<file path="src/rtl/timebase_stb_gen.sv">
// timebase_stb_gen
//   Divides i_clk into a trimmable 1 Hz timebase and generates an auto-accelerating
//   time-set strobe while the set button is held (SLOW -> FAST -> TURBO).
// Ports
//   i_clk          system clock
//   i_reset_n      asynchronous active-low reset
//   i_en           count enable; low freezes the timebase and timeset counters
//   i_set_hold     set button held (synchronised/debounced upstream)
//   i_fast_set     press enters FAST directly (sampled only when leaving IDLE)
//   i_trim         signed period trim in cycles, added to SYS_CLK_HZ
//   i_trim_load    capture i_trim into the shadow register
//   o_1hz_clk      ~50% duty 1 Hz square wave
//   o_1hz_stb      one-cycle pulse per trimmed second
//   o_timeset_stb  one-cycle pulse per set increment
//   o_set_rate     0 IDLE, 1 SLOW, 2 FAST, 3 TURBO
module timebase_stb_gen #(
  parameter int unsigned SYS_CLK_HZ   = 50_000_000,
  parameter int unsigned SLOW_SET_HZ  = 2,
  parameter int unsigned FAST_SET_HZ  = 5,
  parameter int unsigned TURBO_SET_HZ = 20,
  parameter int unsigned ACCEL_CNT    = 4,
  parameter int unsigned TURBO_CNT    = 10,
  parameter int unsigned TRIM_W       = 8
) (
  input  logic              i_clk,
  input  logic              i_reset_n,
  input  logic              i_en,
  input  logic              i_set_hold,
  input  logic              i_fast_set,
  input  logic [TRIM_W-1:0] i_trim,
  input  logic              i_trim_load,
  output logic              o_1hz_clk,
  output logic              o_1hz_stb,
  output logic              o_timeset_stb,
  output logic [1:0]        o_set_rate
);

  localparam int unsigned DIV_S   = SYS_CLK_HZ / SLOW_SET_HZ;
  localparam int unsigned DIV_F   = SYS_CLK_HZ / FAST_SET_HZ;
  localparam int unsigned DIV_T   = SYS_CLK_HZ / TURBO_SET_HZ;
  localparam int unsigned DIV_SF  = (DIV_S > DIV_F) ? DIV_S : DIV_F;
  localparam int unsigned DIV_MAX = (DIV_SF > DIV_T) ? DIV_SF : DIV_T;
  localparam int unsigned SEC_W   = $clog2(SYS_CLK_HZ + 2 ** (TRIM_W - 1));
  // One extra bit so period arithmetic on the signed trim never overflows.
  localparam int unsigned PW      = SEC_W + 1;
  localparam int unsigned SW      = (DIV_MAX > 1) ? $clog2(DIV_MAX) : 1;
  localparam int unsigned ACC_MAX = (ACCEL_CNT > TURBO_CNT) ? ACCEL_CNT : TURBO_CNT;
  localparam int unsigned AW      = $clog2(ACC_MAX + 1);

  if (SLOW_SET_HZ == 0 || FAST_SET_HZ == 0 || TURBO_SET_HZ == 0) begin : g_chk_rate
    $error("timebase_stb_gen: set rates must be non-zero");
  end
  if (SYS_CLK_HZ < 2 * TURBO_SET_HZ) begin : g_chk_turbo
    $error("timebase_stb_gen: SYS_CLK_HZ must be at least 2*TURBO_SET_HZ");
  end
  if (2 ** (TRIM_W - 1) >= SYS_CLK_HZ / 2) begin : g_chk_trim
    $error("timebase_stb_gen: trim range must stay below SYS_CLK_HZ/2");
  end
  if (ACCEL_CNT < 1 || TURBO_CNT < 1) begin : g_chk_acc
    $error("timebase_stb_gen: ACCEL_CNT and TURBO_CNT must be >= 1");
  end

  // ---------------------------------------------------------------------------
  // 1 Hz timebase
  // ---------------------------------------------------------------------------
  logic [SEC_W-1:0]  sec_cnt_q, sec_cnt_d;
  logic [TRIM_W-1:0] trim_shadow_q, trim_shadow_d;
  logic [TRIM_W-1:0] trim_active_q, trim_active_d;
  logic              hz_clk_q, hz_clk_d;
  logic              hz_stb_q, hz_stb_d;
  logic [PW-1:0]     period;
  logic [PW-1:0]     sec_next;

  always_comb begin
    period        = PW'(SYS_CLK_HZ) + {{(PW - TRIM_W){trim_active_q[TRIM_W-1]}}, trim_active_q};
    sec_next      = {1'b0, sec_cnt_q} + PW'(1);
    sec_cnt_d     = sec_cnt_q;
    hz_clk_d      = hz_clk_q;
    hz_stb_d      = 1'b0;
    trim_active_d = trim_active_q;
    // A load coinciding with a wrap is captured here, but the wrap below takes the old shadow.
    trim_shadow_d = i_trim_load ? i_trim : trim_shadow_q;
    if (i_en) begin
      if (sec_next == period) begin
        sec_cnt_d     = '0;
        hz_stb_d      = 1'b1;
        hz_clk_d      = 1'b1;
        trim_active_d = trim_shadow_q;
      end else begin
        sec_cnt_d = sec_next[SEC_W-1:0];
        if (sec_next == (period >> 1)) hz_clk_d = 1'b0;
      end
    end
  end

  always_ff @(posedge i_clk or negedge i_reset_n) begin
    if (!i_reset_n) begin
      sec_cnt_q     <= '0;
      trim_shadow_q <= '0;
      trim_active_q <= '0;
      hz_clk_q      <= 1'b1;
      hz_stb_q      <= 1'b0;
    end else begin
      sec_cnt_q     <= sec_cnt_d;
      trim_shadow_q <= trim_shadow_d;
      trim_active_q <= trim_active_d;
      hz_clk_q      <= hz_clk_d;
      hz_stb_q      <= hz_stb_d;
    end
  end

  // ---------------------------------------------------------------------------
  // Timeset FSM
  // ---------------------------------------------------------------------------
  typedef enum logic [1:0] {StIdle = 2'd0, StSlow = 2'd1, StFast = 2'd2, StTurbo = 2'd3} set_state_e;

  set_state_e    state_q, state_d;
  logic [SW-1:0] set_cnt_q, set_cnt_d;
  logic [AW-1:0] acc_cnt_q, acc_cnt_d;
  logic [AW-1:0] acc_inc;
  logic [SW-1:0] div_m1;
  logic          set_hit;
  logic          ts_stb_q, ts_stb_d;

  always_comb begin
    unique case (state_q)
      StFast:  div_m1 = SW'(DIV_F - 1);
      StTurbo: div_m1 = SW'(DIV_T - 1);
      default: div_m1 = SW'(DIV_S - 1);
    endcase
    set_hit = (set_cnt_q == div_m1);
    acc_inc = acc_cnt_q + AW'(1);
  end

  always_ff @(posedge i_clk or negedge i_reset_n) begin
    if (!i_reset_n) begin
      state_q   <= StIdle;
      set_cnt_q <= '0;
      acc_cnt_q <= '0;
      ts_stb_q  <= 1'b0;
    end else begin
      state_q   <= state_d;
      set_cnt_q <= set_cnt_d;
      acc_cnt_q <= acc_cnt_d;
      ts_stb_q  <= ts_stb_d;
    end
  end

  // Next state and counters.
  always_comb begin
    state_d   = state_q;
    set_cnt_d = set_cnt_q;
    acc_cnt_d = acc_cnt_q;
    if (!i_set_hold) begin
      state_d   = StIdle;
      set_cnt_d = '0;
      acc_cnt_d = '0;
    end else if (i_en) begin
      if (state_q == StIdle) begin
        state_d   = i_fast_set ? StFast : StSlow;
        set_cnt_d = '0;
        acc_cnt_d = '0;
      end else if (set_hit) begin
        set_cnt_d = '0;
        acc_cnt_d = acc_inc;
        unique case (state_q)
          StSlow: if (acc_inc == AW'(ACCEL_CNT)) begin
            state_d   = StFast;
            acc_cnt_d = '0;
          end
          StFast: if (acc_inc == AW'(TURBO_CNT)) begin
            state_d   = StTurbo;
            acc_cnt_d = '0;
          end
          // Terminal: stop counting so the accelerator never wraps.
          default: acc_cnt_d = acc_cnt_q;
        endcase
      end else begin
        set_cnt_d = set_cnt_q + SW'(1);
      end
    end
  end

  // Strobe: entry pulse out of IDLE, then one per divider wrap.
  always_comb begin
    ts_stb_d = i_set_hold && i_en && ((state_q == StIdle) || set_hit);
  end

  assign o_1hz_clk     = hz_clk_q;
  assign o_1hz_stb     = hz_stb_q;
  assign o_timeset_stb = ts_stb_q;
  assign o_set_rate    = state_q;

endmodule

</file>
<file path="config.mk">
export PLATFORM = sky130hd
export DESIGN_NAME = timebase_stb_gen
export DESIGN_NICKNAME = d
export VERILOG_FILES = /design/src/rtl/timebase_stb_gen.sv
export SDC_FILE = /design/constraint.sdc
export NUM_CORES = 1
export LEC_CHECK = 0
export BUFFER_PORTS_ARGS = -buffer_cell sky130_fd_sc_hd__buf_2
export CAP_MARGIN = 40
export CORE_MARGIN = 2
export CORE_UTILIZATION = 60
export DETAILED_ROUTE_END_ITERATION = 10
export PLACE_DENSITY = 0.78
export SLEW_MARGIN = 40
export SYNTH_ARGS = -nofsm -noshare
export SYNTH_HDL_FRONTEND = slang
export SYNTH_SLANG_ARGS = --single-unit
</file>
<file path="constraint.sdc">
create_clock -name i_clk -period 4 [get_ports i_clk]
set_clock_uncertainty 0.1 [all_clocks]
set_input_delay 0.2 -clock i_clk [delete_from_list [all_inputs] [get_ports i_clk]]
set_output_delay 0.2 -clock i_clk [all_outputs]
set_load 0.05 [all_outputs]
</file>
==> summary.md <==
| Metric | Value |
|---|---|
| Via count | `3854` |
| Final hold vios | `0` |
| Post-synth EDFFs | `0` |
| WL met3 | `795 um` |
| Sequential-to-total area share from yosys stat | `40.4%` |
| Die area | `8570 sq um` |
| Largest net degree at the start of global routing | `77` |
| ANT cells | `0` |
| Synth cell types | `67` |
| Placed Cells | `604` |
| Post-CTS Setup Bufs | `0` |
| Clock Sinks | `76` |
| Non-filler cells, final | `630` |
| Startpoint types | `flip-flop` |
| Multiplexer share of the synthesized area | `5.37%` |
| Critical path arrival | `3.64 ns` |
| Worst Max-Slew Pin Slew | `0.736 ns` |
| Site Rows | `32` |
| Lkg Pwr | `2.18 nW` |
| CTS tree | `done` |
| Slack of the worst reg-to-reg path | `0.51 ns` |
| Routed WL per cell | `16.7 um` |
| Setup CP Type | `reg2reg` |
| Simple logic cell fraction of the synthesized area | `26.3%` |
| Final net count | `546` |
| DRT Wirelength | `10500 um` |
| Hold/Removal Path Class | `in2reg` |
| Yosys Warn Count | `0` |
| Setup Viol. Count Final | `0` |
| Vias/cell | `6.12` |
| Number of CTS-inserted buffers | `9` |
| #FFs+latches synth | `76` |
| Wl on met1 | `4650 um` |
| Vias in the first global route | `3687` |
| Worst reg2reg path depth | `7` |
| Reg area | `1900 sq um` |
| CTS Buffer Depth | `2` |
| Top Layer Used | `met4` |
| Starting Density | `61.6%` |
| DRT antenna net count | `0` |
| Synth Flop Type | `dfrtp_1` |
| Final core occ | `67.3%` |
| Aggregate global routing overflow | `0` |
| Ys async rst share | `100%` |
| Ports | `19` |
| Post-DP HPWL | `7300 um` |
| Fillcell total | `595` |
| Post-synthesis adder-cell area fraction | `2.39%` |
| Multi-input logic area | `2610 sq um` |
| Period utilization | `87.2%` |
| P per Cell Area | `412 nW/um^2` |
| Crit. End Element | `flip-flop` |
| Slew margin rel. | `50.3%` |
| Fmax | `287 MHz` |
| Antenna violations before repair | `0` |
| Syn avg cell area | `9.29 sq um` |
| # port buffers | `18` |
| Routability congestion estimate | `0.923` |
| DR iter-0 viols | `308` |
| Setup TNS | `0 ns` |
| Wire length of the first global-routing pass | `17700 um` |
| CTS clock-pin slew for the worst setup and hold paths | `0.08 ns` |
| Worst vdd ir | `0.000258 V` |
| Crit path required time | `4.15 ns` |
| Max-slew violations | `0` |
| Final Power | `2.12 mW` |
| Die Y | `92.6 um` |
| DRC Markers | `0` |
| WHS Path Cells | `3` |
| Pre-Repair DR Iteration Count | `5` |
| Mapped Nets | `530` |
| Area Overhead vs Synth | `9.33%` |
| Fraction of layout cells with a size suffix above 1 | `12.3%` |
| MaxCap Viol Count | `0` |
| Synthesized cell area | `4710 sq um` |
| Worst R2R End | `trim_active_q[2]` |
| Largest family of logic cells by synthesized area | `simple AND/OR/NAND/NOR gates` |
| Compound-Gate Fraction of Synth Area | `9.75%` |
| WL met2 | `4830 um` |
| Outcome | `finished clean` |
| Worst hold start | `i_fast_set` |
| Crit Reg-Reg Startpoint | `sec_cnt_q[12]` |
| Total core area | `7650 sq um` |
| Tmin final | `3.49 ns` |
| RSZ-0062 raised after global routing | `false` |
| H-tree Lvls | `3` |
| Hold path endpoint | `o_set_rate[1]` |
| Total Routing Usage GR | `26.2%` |
| XOR/XNOR Fraction of Synth Area | `11.6%` |
| Die Span X | `92.6 um` |
| Worst Path Max Fanout | `19` |
| Post-Synthesis Cells | `507` |
| Clock latency on the worst-skew pair | `0.37 ns` |
| Clk Tree Root Cell | `clkbuf_8` |
-- sequential cells by signal, indices dropped and copies added (netlist names) --
register,flops
trim_shadow_q,8
o_set_rate,2
sec_cnt_q,26
o_timeset_stb,1
o_1hz_clk,1
trim_active_q,8
acc_cnt_q,4
o_1hz_stb,1
set_cnt_q,25
-- cell type report --
type	instances	share of cell area [%]
clock buffer	10	2.48
tap	102	2.48
timing repair buffer	33	4.55
multi-input combinational	389	50.6
clock inverter	6	1.87
inverter	14	1.02
sequential	76	37.0
-- how the worst max path moves through the flow --
stage | from | to | slack (ns) | cells past startpoint
finish | sec_cnt_q[12] | trim_active_q[2] | 0.51 | 7
global placement | sec_cnt_q[12] | trim_active_q[7] | 0.60 | 7
floorplan | o_set_rate[1] | o_set_rate[1] | 0.87 | 10
global route | sec_cnt_q[12] | trim_active_q[2] | 0.34 | 7
CTS | sec_cnt_q[12] | trim_active_q[4] | 0.53 | 7
detailed placement | sec_cnt_q[12] | trim_active_q[2] | 0.56 | 7
-- kinds of logic (layout without fill, tap and decap cells) --
kind of cell | after synthesis | in the layout
xor+xnor | 59 | 59
mux | 20 | 20
buf+inv | 42 | 63
compound gates | 67 | 67
fa+ha+maj | 9 | 9
flops | 76 | 76
simple gates | 234 | 234
-- Yosys cell counts (3+ instances only) --
cell        n  area share [%]
nor2_1     49             3.9
nor4_1     10             1.3
clkbuf_1   14             1.1
or4_1       5            0.80
buf_2      11             1.2
and3_1     17             2.3
nor3b_1     5            0.80
a31oi_1     4            0.53
o21ai_0    21             2.2
or3_1       4            0.53
nor3_1     12             1.3
inv_1      13             1.0
dfrtp_1    75              40
ha_1        9             2.4
xnor2_1    30             5.6
nor4b_1     5            0.93
o31ai_1     8             1.3
nand4_1    12             1.6
a21oi_1     5            0.53
xor2_1     27             5.0
nand2_1    53             4.2
and2_1      4            0.53
mux2_2     10             2.4
and4_1      5            0.93
mux2_4      8             2.6
nand3_1    28             3.0
o2bb2ai_1   3            0.56
nand2b_1    8             1.1
o22ai_1     3            0.40
-- metal layers --
| metal | GRT usage [%] | vias to the layer above |
|---|---|---|
| met1 | 35.7 | 1837 |
| li1 | - | 1830 |
| met3 | 6.75 | 31 |
| met5 | 0 | - |
| met4 | 10.2 | 0 |
| met2 | 40.3 | 156 |
-- metrics by stage --
stage          hold WS [ns]  worst slack, ns  instance area [sq um]
2_1_floorplan        -0.196            0.870                   4710
3_3_place_gp          0.297            0.598                   4820
3_5_place_dp          0.171            0.557                   4820
6_report             0.0425            0.512                   5150
4_1_cts              0.0353            0.531                   5150
5_1_grt              0.0595            0.344                   5150
-- power by group --
part | switching, mW | total (mW) | leakage [nW] | internal [mW]
sequential | 0.106 | 0.935 | 0.995 | 0.829
combinational | 0.302 | 0.523 | 1.08 | 0.222
clock | 0.305 | 0.664 | 0.109 | 0.359
total | 0.713 | 2.12 | 2.18 | 1.41
-- timing repair --
item / in CTS / in global routing
hold buffers: 10 / 0
resized for setup: 0 / 0
setup endpoints to repair: 0 / 0
endpoints found under the hold margin: 84 / 0
-- cell usage in the layout (no fill, tap or decap), types with 3 or more instances in the layout --
cell type	instances
nor4b_1	5
mux2_2	10
o2bb2ai_1	3
nand2_1	53
nand2b_1	8
nor4_1	10
o21ai_0	21
nand3_1	28
o22ai_1	3
o31ai_1	8
nor3_1	12
mux2_4	8
and4_1	5
and2_1	4
xor2_1	27
clkbuf_8	9
and3_1	17
a21oi_1	5
buf_2	17
or4_1	5
or3_1	4
buf_4	5
xnor2_1	30
a31oi_1	4
dlygate4sd3_1	10
nor3b_1	5
nand4_1	12
dfrtp_1	75
inv_1	13
ha_1	9
nor2_1	49
-- critical path: stages (launching register included) --
cell      delay [ns]
dfrtp_1         0.50
nand3_2         0.21
or4_1           0.75
or4_1           0.48
a222oi_1        0.33
and4bb_1        0.24
and4_4          0.43
mux2_4          0.33
Power figures use the tool's default switching activity.
